`config.mk`:
```
export PLATFORM = sky130hd
export DESIGN_NAME = fmap_pingpong_ctrl
export DESIGN_NICKNAME = d
export VERILOG_FILES = /design/src/rtl/fmap_buf_pkg.sv /design/src/rtl/fmap_pingpong_ctrl_rd_lat_pipe.sv /design/src/rtl/fmap_pingpong_ctrl.sv
export SDC_FILE = /design/constraint.sdc
export NUM_CORES = 1
export LEC_CHECK = 0
export CELL_PAD_IN_SITES_DETAIL_PLACEMENT = 1
export CELL_PAD_IN_SITES_GLOBAL_PLACEMENT = 1
export CORE_AREA = 2 2 178 180
export DETAILED_ROUTE_END_ITERATION = 8
export DIE_AREA = 0 0 180 182
export PLACE_DENSITY_LB_ADDON = 0.1
export SLEW_MARGIN = 10
export SYNTH_ARGS = -nofsm -noshare
export SYNTH_HDL_FRONTEND = slang
export SYNTH_SLANG_ARGS = --single-unit
```
`constraint.sdc`:
```
create_clock -name clk -period 2.6 [get_ports clk]
set_clock_uncertainty 0.15 [all_clocks]
set_input_delay 0.39 -clock clk [delete_from_list [all_inputs] [get_ports clk]]
set_output_delay 0.39 -clock clk [all_outputs]
set_load 0.02 [all_outputs]
```
`src/rtl/fmap_buf_pkg.sv`:
```
// Shared constants and helpers for the feature-map ping-pong buffer controller.
package fmap_buf_pkg;

  localparam int MAX_BANK   = 4;
  localparam int BANK_IDX_W = 2;
  localparam int BANK_CNT_W = 3;

  // Advance a bank pointer, wrapping modulo n_bank (n_bank need not be a power of two).
  function automatic logic [BANK_IDX_W-1:0] next_idx(input logic [BANK_IDX_W-1:0] idx,
                                                     input int n_bank);
    if (int'(idx) >= n_bank - 1) return '0;
    else return idx + BANK_IDX_W'(1);
  endfunction

endpackage

```
`src/rtl/fmap_pingpong_ctrl_rd_lat_pipe.sv`:
```
// RD_LAT-deep shift register carrying {valid, bank index} alongside BRAM read latency.
module rd_lat_pipe #(
  parameter int STAGES = 1,
  parameter int IDX_W  = 2
) (
  input  logic             clk,
  input  logic             rst_n,
  input  logic             in_vld,
  input  logic [IDX_W-1:0] in_idx,
  output logic             out_vld,
  output logic [IDX_W-1:0] out_idx
);

  logic [STAGES-1:0] vld_p;
  logic [IDX_W-1:0]  idx_p [STAGES];

  // Valid chain: cleared on reset so in-flight reads never return after a reset.
  always_ff @(posedge clk or negedge rst_n) begin
    if (!rst_n) begin
      vld_p <= '0;
    end else begin
      vld_p[0] <= in_vld;
      for (int i = 1; i < STAGES; i++) vld_p[i] <= vld_p[i-1];
    end
  end

  // Index chain: data only, qualified by the valid chain, so no reset needed.
  always_ff @(posedge clk) begin
    idx_p[0] <= in_idx;
    for (int i = 1; i < STAGES; i++) idx_p[i] <= idx_p[i-1];
  end

  assign out_vld = vld_p[STAGES-1];
  assign out_idx = idx_p[STAGES-1];

endmodule

```
`src/rtl/fmap_pingpong_ctrl.sv`:
```
// N-bank ping-pong controller between a producer layer (writes tiles) and a
// consumer layer (reads tiles). Bank ownership is two pointers plus a fill count.
module fmap_pingpong_ctrl
  import fmap_buf_pkg::*;
#(
  parameter int DATA_W = 64,
  parameter int ADDR_W = 12,
  parameter int N_BANK = 2,
  parameter int RD_LAT = 1
) (
  input  logic                     clk,
  input  logic                     rst_n,
  input  logic                     wr_valid,
  output logic                     wr_ready,
  input  logic [ADDR_W-1:0]        wr_addr,
  input  logic [DATA_W-1:0]        wr_data,
  input  logic                     wr_last,
  output logic                     rd_bank_valid,
  input  logic                     rd_req,
  input  logic [ADDR_W-1:0]        rd_addr,
  input  logic                     rd_done,
  output logic                     rd_dvalid,
  output logic [DATA_W-1:0]        rd_data,
  output logic [N_BANK-1:0]        bram_we,
  output logic [N_BANK*ADDR_W-1:0] bram_waddr,
  output logic [N_BANK*DATA_W-1:0] bram_din,
  output logic [ADDR_W-1:0]        bram_raddr,
  input  logic [N_BANK*DATA_W-1:0] bram_dout,
  output logic [BANK_CNT_W-1:0]    full_cnt,
  output logic [BANK_IDX_W-1:0]    wbank,
  output logic [BANK_IDX_W-1:0]    rbank,
  output logic                     err_underflow
);

  logic                  wr_acc;
  logic                  commit;
  logic                  rd_acc;
  logic                  rel;
  logic [BANK_IDX_W-1:0] rd_idx_p;

  assign wr_ready      = (full_cnt < BANK_CNT_W'(N_BANK));
  assign rd_bank_valid = (full_cnt != '0);

  assign wr_acc = wr_valid & wr_ready;
  assign commit = wr_acc & wr_last;
  assign rd_acc = rd_req & rd_bank_valid;
  assign rel    = rd_done & rd_bank_valid;

  // Address and data fan out to every bank; only the write enable selects the bank.
  assign bram_waddr = {N_BANK{wr_addr}};
  assign bram_din   = {N_BANK{wr_data}};
  assign bram_raddr = rd_addr;

  // One-hot write enable on the current write bank.
  always_comb begin
    bram_we = '0;
    for (int b = 0; b < N_BANK; b++) bram_we[b] = wr_acc && (wbank == BANK_IDX_W'(b));
  end

  // Bank pointers, fill count and sticky underflow flag.
  always_ff @(posedge clk or negedge rst_n) begin
    if (!rst_n) begin
      full_cnt      <= '0;
      wbank         <= '0;
      rbank         <= '0;
      err_underflow <= 1'b0;
    end else begin
      if (commit) wbank <= next_idx(wbank, N_BANK);
      if (rel)    rbank <= next_idx(rbank, N_BANK);
      case ({commit, rel})
        2'b10:   full_cnt <= full_cnt + BANK_CNT_W'(1);
        2'b01:   full_cnt <= full_cnt - BANK_CNT_W'(1);
        default: full_cnt <= full_cnt;
      endcase
      if ((rd_req || rd_done) && !rd_bank_valid) err_underflow <= 1'b1;
    end
  end

  // Read index travels with the request so an early release cannot redirect returning data.
  rd_lat_pipe #(
    .STAGES (RD_LAT),
    .IDX_W  (BANK_IDX_W)
  ) u_rd_lat_pipe (
    .clk     (clk),
    .rst_n   (rst_n),
    .in_vld  (rd_acc),
    .in_idx  (rbank),
    .out_vld (rd_dvalid),
    .out_idx (rd_idx_p)
  );

  // Return-data mux selected by the delayed bank index.
  always_comb begin
    rd_data = '0;
    for (int b = 0; b < N_BANK; b++) begin
      if (rd_idx_p == BANK_IDX_W'(b)) rd_data = bram_dout[b*DATA_W +: DATA_W];
    end
  end

endmodule

```
==> results.sh <==
export IMPL_post_cts_setup_buffer_count=0
export IMPL_whs_ns=0.317
export IMPL_worstSkewPairLatency_ns=0.24
export IMPL_drv_slew=0
export IMPL_pre_cts_slack_ns=0.207
export IMPL_num_vias=2262
export IMPL_wl_per_cell_um=15.1
export IMPL_start_util_pct=8.92
export IMPL_ys_types=22
export IMPL_synth_area_per_cell_um2=7.85
export IMPL_fillers=3654
export IMPL_htree_levels=1
export IMPL_grt_use_met3_pct=3.63
export IMPL_syn_to_final_growth_pct=52.0
export IMPL_ff_latch_area_um2=270
export IMPL_clk_pin_slew_ns=0.05
export IMPL_grt_busiest_layer="met2"
export IMPL_fp_dieH_um=182
export IMPL_p_per_area_mw_per_mm2=918
export IMPL_crit_arrival_ns=1.91
export IMPL_timing_fmax_mhz=409
export IMPL_cts_tree="yes"
export IMPL_dr_pass1_iters=3
export IMPL_fin_nets=621
export IMPL_numCtsBuffers=3
export IMPL_pin_count=463
export IMPL_cp_start_kind="flip-flop"
export IMPL_setup_viol=0
export IMPL_cts_path_max_buffers=2
export IMPL_core_area_mm2=0.0310
export IMPL_min_period_over_period_pct=94.1
export IMPL_ys_seq_elements=11
export IMPL_cts_sinks=11
export IMPL_setup_ws_ns=0.154
export IMPL_insertedDiodeCount=0
export IMPL_min_path_type="primary input to async pin"
export IMPL_dp_hpwl_mm=10.2
export IMPL_grt_pass1_vias=2419
export IMPL_hold_buffers=0
export IMPL_post_dp_cell_area_mm2=0.00412
export IMPL_ys_warn_count=0
export IMPL_tightest_slew_ns=0.476
export IMPL_path_class="flip-flop to output pin"
export IMPL_ir_worst_vdd_mv=0.319
export IMPL_syn_inst=352
export IMPL_p_leak_nw=1.66
export IMPL_gp_congestion=0.689
export IMPL_status="finished, final reports clean"
export IMPL_final_layout_size_suffix_gt1_share_pct=3.82
export IMPL_grt_usage_pct=6.92
export IMPL_grt_pass1_wl_mm=17.3
export IMPL_syn_nets=579
export IMPL_max_slew_margin_pct=68.2
export IMPL_fin_crit_ns=2.45
export IMPL_ant_nets=0
export IMPL_grtUsageMet1_pct=8.95
export IMPL_port_buffers=210
export IMPL_drt_total_wl_mm=12.0
export IMPL_rsz0062_at_grt="no"
export IMPL_rows=65
export IMPL_cp_data_required_time_ns=2.06
export IMPL_hold_viol=0
export IMPL_grt_max_degree=36
export IMPL_endpoint_kind="output pin"
export IMPL_clock_root_buffer="clkbuf_16"
export IMPL_die_w_um=180
export IMPL_syn_cell_area_mm2=0.00276
export IMPL_post_cts_resized=0
export IMPL_remaining_drc_errors=0
export IMPL_routed_via_density=2.85
export IMPL_drt_iter0_markers=18
export IMPL_die_area_mm2=0.0328
export IMPL_fin_area_mm2=0.00420
export IMPL_setup_tns_ns=0
export IMPL_yosysSeqAreaShare_pct=9.60
export IMPL_overflow=0
export IMPL_worst_path_max_fanout=35
export IMPL_maxCapViolations=0
export IMPL_fin_util_pct=13.6
export IMPL_antenna_found_initial=1
export IMPL_grt_util_met2_pct=10.5
export IMPL_multi_input_area_mm2=0.00113
-- critical path: stages (launching register included) --
cell,delay (ns)
dfxtp_4,0.44
buf_12,0.28
mux2i_1,0.12
nor2_1,0.17
clkdlybuf4s50_1,0.64
-- routing by layer --
metal  part of all wire (%)  up-vias
li1                       -     1038
met1                     45     1007
met2                     42      209
met3                     12        6
met4                   0.17        2
met5                   0.11        -
-- flip-flops by register name (all words and copies together), names as in the netlist --
register               cells
u_rd_lat_pipe.idx_p        2
rbank                      2
err_underflow              1
wbank                      2
full_cnt                   3
u_rd_lat_pipe.out_vld      1
-- cells in the mapped netlist --
library cell / count / area (um2)
dfrtp_1: 9 / 225
nand2_1: 5 / 18.8
and2_1: 1 / 6.26
o31ai_4: 1 / 21.3
fa_1: 1 / 20.0
mux2_4: 1 / 15.0
nor2_1: 67 / 251
buf_2: 6 / 30.0
and3_1: 2 / 12.5
mux2_2: 1 / 11.3
inv_1: 8 / 30.0
ha_1: 4 / 50.1
o21ai_0: 2 / 10.0
xnor2_1: 1 / 8.76
buf_4: 165 / 1240
buf_6: 6 / 67.6
nand4bb_4: 1 / 27.5
buf_1: 1 / 3.75
mux2i_1: 65 / 651
dfxtp_1: 2 / 40.0
o21bai_1: 1 / 7.51
xor2_1: 2 / 17.5
-- final timing paths --
kind / start / slack, ns / depth (start not counted) / endpoint
worst max-delay path: u_rd_lat_pipe.idx_p[0][0] / 0.15 / 4 / rd_data[15]
worst min-delay path: rst_n / 0.32 / 1 / err_underflow
worst max register to register: full_cnt[2] / 0.57 / 7 / full_cnt[2]
worst min register to register: rbank[1] / 0.32 / 0 / u_rd_lat_pipe.idx_p[0][1]
max in group asynchronous: rst_n / 1.65 / 1 / full_cnt[2]
min in group clk: rbank[1] / 0.32 / 0 / u_rd_lat_pipe.idx_p[0][1]
-- area by class of cell --
| cell class | count | share of cell area [%] |
|---|---|---|
| timing repair buffer | 215 | 52.1 |
| multi-input combinational | 155 | 26.9 |
| tap | 402 | 12.0 |
| sequential | 11 | 6.43 |
| clock buffer | 3 | 1.79 |
| inverter | 8 | 0.715 |
| clock inverter | 1 | 0.119 |
-- report_power, final --
part / switching, W / internal [W] / total [W]
combinational: 0.00159 / 0.00156 / 0.00316
clock: 0.0000842 / 0.000204 / 0.000289
sequential: 0.000156 / 0.000255 / 0.000411
-- logic make-up after synthesis --
group / synth area share [%]
muxes: 24.5
xor gates and xnor gates: 0.951
DFF: 9.60
and+or+nand+nor: 11.5
AOI/OAI and AO/OA: 1.40
adders and majority gates: 2.54
buffers and inverters: 49.6
-- through the flow --
stage                     cells  total power (W)
after floorplan             352          0.00245
after global placement      791          0.00366
after detailed placement    791          0.00366
after CTS                   795          0.00397
after global routing        795          0.00414
final                       795          0.00385
-- cell usage in the layout, fill, tap and decap left out, drive strengths merged, types with 3 or more instances in the layout --
| master | count |
|---|---|
| nand2 | 5 |
| buf | 5 |
| dfrtp | 9 |
| ha | 4 |
| clkdlybuf4s50 | 210 |
| clkbuf | 3 |
| inv | 8 |
| mux2i | 65 |
| nor2 | 67 |
No activity file was read; power rests on OpenSTA's default activity.
